`config.mk`:
```
export PLATFORM = sky130hd
export DESIGN_NAME = br_flow_pattern_src
export DESIGN_NICKNAME = d
export VERILOG_FILES = /design/src/rtl/br_flow_pattern_pkg.sv /design/src/rtl/br_flow_pattern_gap_ctr.sv /design/src/rtl/br_flow_pattern_src.sv
export SDC_FILE = /design/constraint.sdc
export NUM_CORES = 1
export LEC_CHECK = 0
export ABC_AREA = 0
export CAP_MARGIN = 20
export CORE_MARGIN = 10
export CORE_UTILIZATION = 30
export DETAILED_ROUTE_END_ITERATION = 7
export DONT_BUFFER_PORTS = 1
export GPL_TIMING_DRIVEN = 1
export SLEW_MARGIN = 10
export SYNTH_ARGS = -nofsm -noshare
export SYNTH_HDL_FRONTEND = slang
export SYNTH_SLANG_ARGS = --single-unit
```
`constraint.sdc`:
```
create_clock -name clk -period 2.7 [get_ports clk]
set_input_delay 0.27 -clock clk [delete_from_list [all_inputs] [get_ports clk]]
set_output_delay 0.27 -clock clk [all_outputs]
set_load 0.02 [all_outputs]
```
`src/rtl/br_flow_pattern_pkg.sv`:
```
`default_nettype none
// ============================================================================
// Module   : br_flow_pattern_pkg
// Brief    : Shared state encoding for the flow pattern source.
// Revision : 1.0 - initial release
// ============================================================================
package br_flow_pattern_pkg;

  localparam int STATE_W = 2;

  typedef enum logic [STATE_W-1:0] {
    IDLE = 2'd0,
    SEND = 2'd1,
    GAP  = 2'd2
  } state_e;

endpackage
`default_nettype wire

```
`src/rtl/br_flow_pattern_gap_ctr.sv`:
```
`default_nettype none
// ============================================================================
// Module   : br_flow_pattern_gap_ctr
// Brief    : Loadable down-counter; expire flags the last idle gap cycle.
// Revision : 1.0 - initial release
// ============================================================================
module br_flow_pattern_gap_ctr #(
  parameter int GapWidth = 4
) (
  input  logic                clk,
  input  logic                rst_n,
  input  logic                load,
  input  logic [GapWidth-1:0] load_val,
  input  logic                en,
  output logic                expire
);

  localparam logic [GapWidth-1:0] C_ONE = GapWidth'(1);

  logic [GapWidth-1:0] count_q;
  logic [GapWidth-1:0] count_d;

  always_comb begin
    count_d = count_q;
    if (load) begin
      count_d = load_val;
    end else if (en && (count_q != '0)) begin
      count_d = count_q - C_ONE;
    end
  end

  always_ff @(posedge clk or negedge rst_n) begin
    if (!rst_n) begin
      count_q <= '0;
    end else begin
      count_q <= count_d;
    end
  end

  // Seeing 1 means this is the final gap cycle, so SEND follows next
  assign expire = (count_q == C_ONE);

endmodule
`default_nettype wire

```
`src/rtl/br_flow_pattern_src.sv`:
```
`default_nettype none
// ============================================================================
// Module   : br_flow_pattern_src
// Brief    : Burst source of incrementing data with gaps, backpressure, abort.
// Revision : 1.0 - initial release
// ============================================================================
module br_flow_pattern_src
  import br_flow_pattern_pkg::*;
#(
  parameter int Width      = 8,
  parameter int CountWidth = 16,
  parameter int GapWidth   = 4
) (
  input  logic                  clk,
  input  logic                  rst_n,
  input  logic                  start,
  input  logic [Width-1:0]      start_value,
  input  logic [CountWidth-1:0] num_items,
  input  logic [GapWidth-1:0]   gap_cycles,
  input  logic                  abort,
  input  logic                  ready,
  output logic                  valid,
  output logic [Width-1:0]      data,
  output logic                  busy,
  output logic                  done,
  output logic [CountWidth-1:0] sent_count
);

  if (Width < 1) begin : g_chk_width
    $error("Width must be >= 1");
  end
  if (CountWidth < 1) begin : g_chk_count_width
    $error("CountWidth must be >= 1");
  end
  if (GapWidth < 1) begin : g_chk_gap_width
    $error("GapWidth must be >= 1");
  end

  localparam logic [Width-1:0]      C_DATA_ONE = Width'(1);
  localparam logic [CountWidth-1:0] C_CNT_ONE  = CountWidth'(1);

  state_e                state_q,      state_d;
  logic                  valid_q,      valid_d;
  logic [Width-1:0]      data_q,       data_d;
  logic                  busy_q,       busy_d;
  logic                  done_q,       done_d;
  logic [CountWidth-1:0] sent_count_q, sent_count_d;
  logic [CountWidth-1:0] num_items_q,  num_items_d;
  logic [GapWidth-1:0]   gap_cycles_q, gap_cycles_d;
  logic                  abort_q,      abort_d;

  logic                  w_xfer;
  logic [CountWidth-1:0] w_sent_inc;
  logic                  w_gap_load;
  logic                  w_gap_en;
  logic                  w_gap_expire;

  br_flow_pattern_gap_ctr #(
    .GapWidth (GapWidth)
  ) u_gap_ctr (
    .clk      (clk),
    .rst_n    (rst_n),
    .load     (w_gap_load),
    .load_val (gap_cycles_q),
    .en       (w_gap_en),
    .expire   (w_gap_expire)
  );

  always_comb begin
    state_d      = state_q;
    valid_d      = valid_q;
    data_d       = data_q;
    busy_d       = busy_q;
    done_d       = 1'b0;
    sent_count_d = sent_count_q;
    num_items_d  = num_items_q;
    gap_cycles_d = gap_cycles_q;
    abort_d      = abort_q;
    w_gap_load   = 1'b0;
    w_gap_en     = 1'b0;
    w_xfer       = valid_q && ready;
    w_sent_inc   = sent_count_q + C_CNT_ONE;

    case (state_q)
      IDLE: begin
        if (start) begin
          abort_d      = 1'b0;
          num_items_d  = num_items;
          gap_cycles_d = gap_cycles;
          sent_count_d = '0;
          if (num_items != '0) begin
            state_d = SEND;
            valid_d = 1'b1;
            data_d  = start_value;
            busy_d  = 1'b1;
          end else begin
            done_d = 1'b1;
          end
        end
      end

      SEND: begin
        if (w_xfer) begin
          sent_count_d = w_sent_inc;
          // A pending or coincident abort turns this transfer into the last one
          if ((w_sent_inc == num_items_q) || abort_q || abort) begin
            state_d = IDLE;
            valid_d = 1'b0;
            busy_d  = 1'b0;
            done_d  = 1'b1;
            abort_d = 1'b0;
          end else begin
            data_d = data_q + C_DATA_ONE;
            if (gap_cycles_q != '0) begin
              state_d    = GAP;
              valid_d    = 1'b0;
              w_gap_load = 1'b1;
            end
          end
        end else if (abort) begin
          abort_d = 1'b1;
        end
      end

      GAP: begin
        w_gap_en = 1'b1;
        if (abort) begin
          state_d = IDLE;
          busy_d  = 1'b0;
          done_d  = 1'b1;
        end else if (w_gap_expire) begin
          state_d = SEND;
          valid_d = 1'b1;
        end
      end

      default: begin
        state_d = IDLE;
        valid_d = 1'b0;
        busy_d  = 1'b0;
      end
    endcase
  end

  always_ff @(posedge clk or negedge rst_n) begin
    if (!rst_n) begin
      state_q      <= IDLE;
      valid_q      <= 1'b0;
      data_q       <= '0;
      busy_q       <= 1'b0;
      done_q       <= 1'b0;
      sent_count_q <= '0;
      num_items_q  <= '0;
      gap_cycles_q <= '0;
      abort_q      <= 1'b0;
    end else begin
      state_q      <= state_d;
      valid_q      <= valid_d;
      data_q       <= data_d;
      busy_q       <= busy_d;
      done_q       <= done_d;
      sent_count_q <= sent_count_d;
      num_items_q  <= num_items_d;
      gap_cycles_q <= gap_cycles_d;
      abort_q      <= abort_d;
    end
  end

  assign valid      = valid_q;
  assign data       = data_q;
  assign busy       = busy_q;
  assign done       = done_q;
  assign sent_count = sent_count_q;

  a_hold_under_backpressure: assert property (@(posedge clk) disable iff (!rst_n)
    (valid_q && !ready) |=> (valid_q && $stable(data_q)));

  a_done_valid_exclusive: assert property (@(posedge clk) disable iff (!rst_n)
    !(done_q && valid_q));

  a_valid_needs_busy: assert property (@(posedge clk) disable iff (!rst_n)
    !busy_q |-> !valid_q);

endmodule
`default_nettype wire

```
Word level (Yosys, flattened, before mapping)
Index checks and enable logic that the tools add are counted. W data, S select, Z words.

Word-level logic and storage cells: 91. Output and inout port bits: 27. Bits in registers: 54. Input port bits: 33.

Multiplexer cells: 45. Reductions and logical operators: 17. Add/subtract/negate cells: 3. Eq/ne operators: 16.

Operators by type and width (count): $mux W16 (2); $mux W8 (4); $pmux W16 S2 (1); $mux W1 (23); $add A16 B1 Y16 const B (1); $eq A16 B16 Y1 (1); $pmux W8 S2 (1); $reduce_bool A16 Y1 (1); $reduce_and A5 Y1 (3); $mux W2 (7); $ne A2 B2 Y1 const B (7); $ne A3 B3 Y1 const B (3); $pmux W1 S3 (3); $add A8 B1 Y8 const B (1); $mux W4 (2); $reduce_bool A4 Y1 (2); $pmux W2 S3 (1); $reduce_and A6 Y1 (1); $eq A4 B1 Y1 const B (1); $reduce_and A4 Y1 (1); $reduce_bool A2 Y1 (2); $sub A4 B1 Y4 const B (1); $ne A3 B2 Y1 const B (1); $reduce_and A3 Y1 (1); 8 further kinds (10).

Longest topological paths before layout
Depth after elaboration: 8. Gate-level depth with buffers: 8. Gate-level depth less buffers: 8.

Modules after synthesis
A second synthesis with hierarchy kept.

Cells, all modules: 357. Area total of the unflattened synthesis: 3342.0 um2.

Modules (own cells, without submodules): br_flow_pattern_src (area each 3059.2 um2, times used 1, cells an instance 328, sequential area each 1251.2 um2); br_flow_pattern_gap_ctr (area each 282.8 um2, times used 1, cells an instance 29, sequential area each 100.1 um2).

Worst setup path after synthesis
Ideal clock, no wire load.

Path type: reg2reg. Start: register sent_count_q[0], in the netlist sent_count[0]. End: register u_gap_ctr.count_q[0]. Arrival: 2.636 ns. Required time: 2.572 ns. Path slack: -0.064 ns. Setup time: 0.128 ns. Period minus slack after synthesis: 2.764 ns. Cell stages (with the launch flop): 9. Buffers on the path: 0. Cell sequence: dfrtp_1 ha_1 and3_4 and3_1 xnor3_1 or4b_4 o31a_4 nand4b_2 mux2_1.

Longest elaborated chain between the ends: 8. Elaborated cells on any way between the ends: 9. Classes of those cells: add/sub: 1; eq/ne: 1; mux: 4; reduce/logical: 3.

RTL lines: start, declared (RTL line br_flow_pattern_src.sv:47) `logic [CountWidth-1:0] sent_count_q, sent_count_d;`; start signal, assigned (RTL line br_flow_pattern_src.sv:162) `sent_count_q <= sent_count_d;`; $add A16 B1 Y16 * (RTL line br_flow_pattern_src.sv:82) `w_sent_inc = sent_count_q + C_CNT_ONE;`; $eq A16 B16 Y1 * (RTL line br_flow_pattern_src.sv:106) `if ((w_sent_inc == num_items_q) || abort_q || abort) begin`; $logic_or A1 B1 Y1 * (2 in a row) (RTL line br_flow_pattern_src.sv:106); $mux W1 * (RTL line br_flow_pattern_src.sv:106); $mux W1 * (RTL line br_flow_pattern_src.sv:103) `if (w_xfer) begin`; $mux W1 * (RTL line br_flow_pattern_src.sv:84) `case (state_q)`; $mux W4 or $reduce_bool A2 Y1 (tied branches); end signal, assigned (RTL line br_flow_pattern_gap_ctr.sv:36) `count_q <= count_d;`; end, declared (RTL line br_flow_pattern_gap_ctr.sv:20) `logic [GapWidth-1:0] count_q;`.

Mark *: on every way between the ends. The rest lies on a longest branch, timed or not. A chain may end at the register's enable or synchronous reset.

Worst setup path after layout
Same ends and word-level chain as after synthesis.

==> impl_summary.log <==
[metrics] count of state elements after synthesis: 54
[metrics] instance area after placement: 3490 um^2
[metrics] maximum number of pins on one net before global-route repair: 55
[metrics] leakage power of the design: 1.56 nW
[metrics] Unique masters post-synth: 53
[metrics] Avg WL per Cell: 18.4 um
[metrics] highest ir drop seen on vdd: 0.000403 V
[metrics] post-route fraction of the period consumed by the critical path: 96.2%
[metrics] initial antenna violation count: 0
[metrics] status: finished, final reports clean
[metrics] most used flip-flop cell after synthesis: dfrtp_1
[metrics] area growth from synthesis to layout: 16.9%
[metrics] number of global-route vias before repair: 2,495
[metrics] clock tree from TritonCTS: built
[metrics] total wire length after detailed routing: 8870 um
[metrics] Root Driver: clkbuf_8
[metrics] number of fill cells in the layout: 1,044
[metrics] DIE AREA: 15,100 um^2
[metrics] critical path class: register to register
[metrics] ordered cell list for the critical path: ha_2, and3_4, and3_1, xnor3_1, or4b_4, o31a_4, nand4b_4, mux2_1
[metrics] Horiz. Die Dim: 123 um
[metrics] number of vias per cell: 5.31
[metrics] Worst Tran Pin Value: 0.656 ns
[metrics] clock skew: 0.0176 ns
[metrics] proportion of layout cells with a drive suffix above 1: 21.6%
[metrics] number of max-cap violations: 0
[metrics] Internal Dissipation: 2.08 mW
[metrics] endpoint class of the critical path: register
[metrics] max-slew headroom at the worst pin: 56.2%
[metrics] half-perimeter wire length after placement: 6750 um
[metrics] number of rows created at floorplan: 37
[metrics] total track usage: 11.7%
[metrics] total clock sinks: 54
[metrics] total non-filler cell area in the finished layout: 3700 um^2
[metrics] Top-Level Pins: 60
[metrics] number of warnings issued by yosys: 0
[metrics] nets@finish: 383
[metrics] dominant cell by count in the synthesized netlist: dfrtp_1
[metrics] post-synthesis instance area: 3160 um^2
[metrics] Worst Hold Class: primary input to register
[metrics] hold depth: 1
[metrics] final number of setup-violating endpoints: 0
[metrics] Crit path largest cell delay: 0.48 ns
[metrics] net switching power of the design: 1.43 mW
[metrics] number of buffer cells added on primary ports: 0
[metrics] First DRT Iteration DRCs: 157
[metrics] Chip Height: 123 um
[metrics] Residual DRC: 0
[metrics] Clock H-tree levels: 2
[metrics] critical path fanouts, max: 5
[metrics] Reg2Reg Depth: 8
[metrics] total overflow reported by the global router: 0
[metrics] critical path's slowest cell: or4b_4
[metrics] area share of the leading cell type in the synthesized netlist: 42.7%
[metrics] synthesized area per cell: 9.88 um^2
[metrics] time the worst path needs with I/O delays and setup: 2.60 ns
[metrics] antenna diode instance count: 0
[metrics] Post-Route Setup TNS: 0 ns
[metrics] RSZ-0062 raised after global routing: no
[metrics] launching element type of the critical path: register
[metrics] number of vias after detailed routing: 2,565
[metrics] clock network fraction of design power: 17.0%
[metrics] power per standard cell area: 950 nW/um^2
[metrics] First-pass DRT Iterations: 4
[metrics] switching share of power: 40.7%
[metrics] required time of the worst setup path: 2.90 ns
[metrics] final weighted congestion of routability-driven global placement: 0.877
[metrics] number of enable flip-flop cells after synthesis: 0
[metrics] CTS Buf Count: 5
[metrics] total nets after synthesis: 357
[metrics] share of synthesized area occupied by flip-flops and latches: 42.7%
[metrics] top achievable clock speed: 0.385 GHz
[metrics] cell count after synthesis: 320
[metrics] count of final max-slew check failures: 0
[metrics] Clock Pin Slew Worst Setup and Hold Paths: 0.10 ns
[metrics] Skew-Pair Late Insertion Delay: 0.32 ns
[metrics] leading post-synthesis cells by cell area: dfrtp_1, mux2_2, xnor2_1
[metrics] wire length of the first global-routing pass: 14,000 um
[metrics] number of antenna-violating nets in the routed design: 0
[metrics] number of buffers between clock root and the deepest sink: 2
[metrics] combinational share of power: 39.9%
[metrics] part of the power in registers: 43.2%
[metrics] area of the core region: 10,300 um^2
[metrics] number of endpoints with negative hold slack in the final report: 0
[metrics] dominant cell type by area after synthesis: dfrtp_1
[metrics] share of synthesized flip-flops with an asynchronous set or reset: 100%
[metrics] starting density of the core: 30.8%
[metrics] WP data arrival: 2.80 ns
[metrics] synth cell count leaders: dfrtp_1, nand2_1, nor2_1, o21ai_0, mux2_2
per-layer routing:
layer | GRT usage (%) | part of all wire, % | up-vias
li1 | - | - | 1233
met1 | 16.6 | 47 | 1228
met2 | 17.4 | 45 | 96
met3 | 3.08 | 7.5 | 8
met4 | 2.65 | 0.86 | 0
met5 | 0 | 0 | -
path summary, 6_finish.rpt:
kind	endpoint	start	slack (ns)
max in group asynchronous	sent_count[1]	rst_n	1.97
min reg2reg	u_gap_ctr.count_q[2]	gap_cycles_q[2]	0.52
max reg2reg	u_gap_ctr.count_q[0]	sent_count[0]	0.10
min	num_items_q[0]	num_items[0]	0.1
max	u_gap_ctr.count_q[0]	sent_count[0]	0.10
min in group asynchronous	data[6]	rst_n	0.47
cells by family (layout without fill, tap and decap cells):
kind of cell             count (synthesis)  in the layout  synth area share [%]
AO/OA/AOI/OAI                           79             79                  17.0
multiplexers                            24             24                  8.50
flip-flops                              54             54                  42.7
adder cells (fa/ha/maj)                  4              4                  1.58
XOR/XNOR                                29             29                  8.46
buffers and inverters                   18             45                  2.25
AND/OR/NAND/NOR                        112            112                  19.5
per-stage QoR:
step | hold slack (ns) | instances | worst slack (ns) | util (%) | total power [mW]
after floorplan | -0.0256 | 320 | 0.0117 | - | 2.51
after global placement | -0.0228 | 472 | 0.0957 | 34.0 | 2.86
after detailed placement | -0.0205 | 472 | 0.0547 | 34.0 | 2.90
after CTS | 0.0904 | 482 | 0.0412 | 35.5 | 3.52
after global routing | 0.0808 | 483 | 0.0144 | 36.0 | 3.78
final | 0.0983 | 483 | 0.104 | 36.0 | 3.51
power by group through the flow:
stage | logic (mW) | clock network [mW] | registers (mW)
2_1_floorplan | 1.08 | 0 | 1.43
3_3_place_gp | 1.33 | 0 | 1.53
3_5_place_dp | 1.37 | 0 | 1.54
4_1_cts | 1.39 | 0.608 | 1.52
5_1_grt | 1.57 | 0.643 | 1.57
6_report | 1.40 | 0.596 | 1.52
cell usage in the layout, fill, tap and decap left out, drive strengths merged, types with 8 or more instances in the layout:
cell / instances
mux2: 23
xnor2: 18
nor2: 28
nor3: 8
dfrtp: 54
buf: 29
nand2: 28
a21oi: 13
inv: 8
xor2: 10
nand3: 9
o21ai: 27
timing repair:
item / in CTS / in global routing
setup endpoints to repair: 0 / 12
endpoints found under the hold margin: 54 / 0
gates resized for setup: 0 / 8
setup buffers: 0 / 1
hold buffers: 2 / 0
critical path, delay by kind of cell, from the launching register on:
| family | cells | cell delay [ns] |
|---|---|---|
| flip-flops | 1 | 0.42 |
| AND/OR/NAND/NOR | 4 | 0.99 |
| multiplexers | 1 | 0.33 |
| XOR/XNOR | 1 | 0.21 |
| adder cells (fa/ha/maj) | 1 | 0.20 |
| AO/OA/AOI/OAI | 1 | 0.33 |
area by class of cell:
type                       instances  area (um^2)  area share [%]
multi-input combinational        248         1780            48.1
tap                              136          170            4.60
inverter                           7         26.3           0.711
timing repair buffer              30          248            6.70
clock buffer                       6         82.6            2.23
sequential                        54         1360            36.6
clock inverter                     2         38.8            1.05
state kept, by name, indices dropped and copies added (netlist names):
name and cells:
abort_q 1, busy 1, data 8, done 1, gap_cycles_q 4, num_items_q 16
sent_count 16, state_q 2, u_gap_ctr.count_q 4, valid 1
Note: power is estimated with default switching activity, not from simulation.
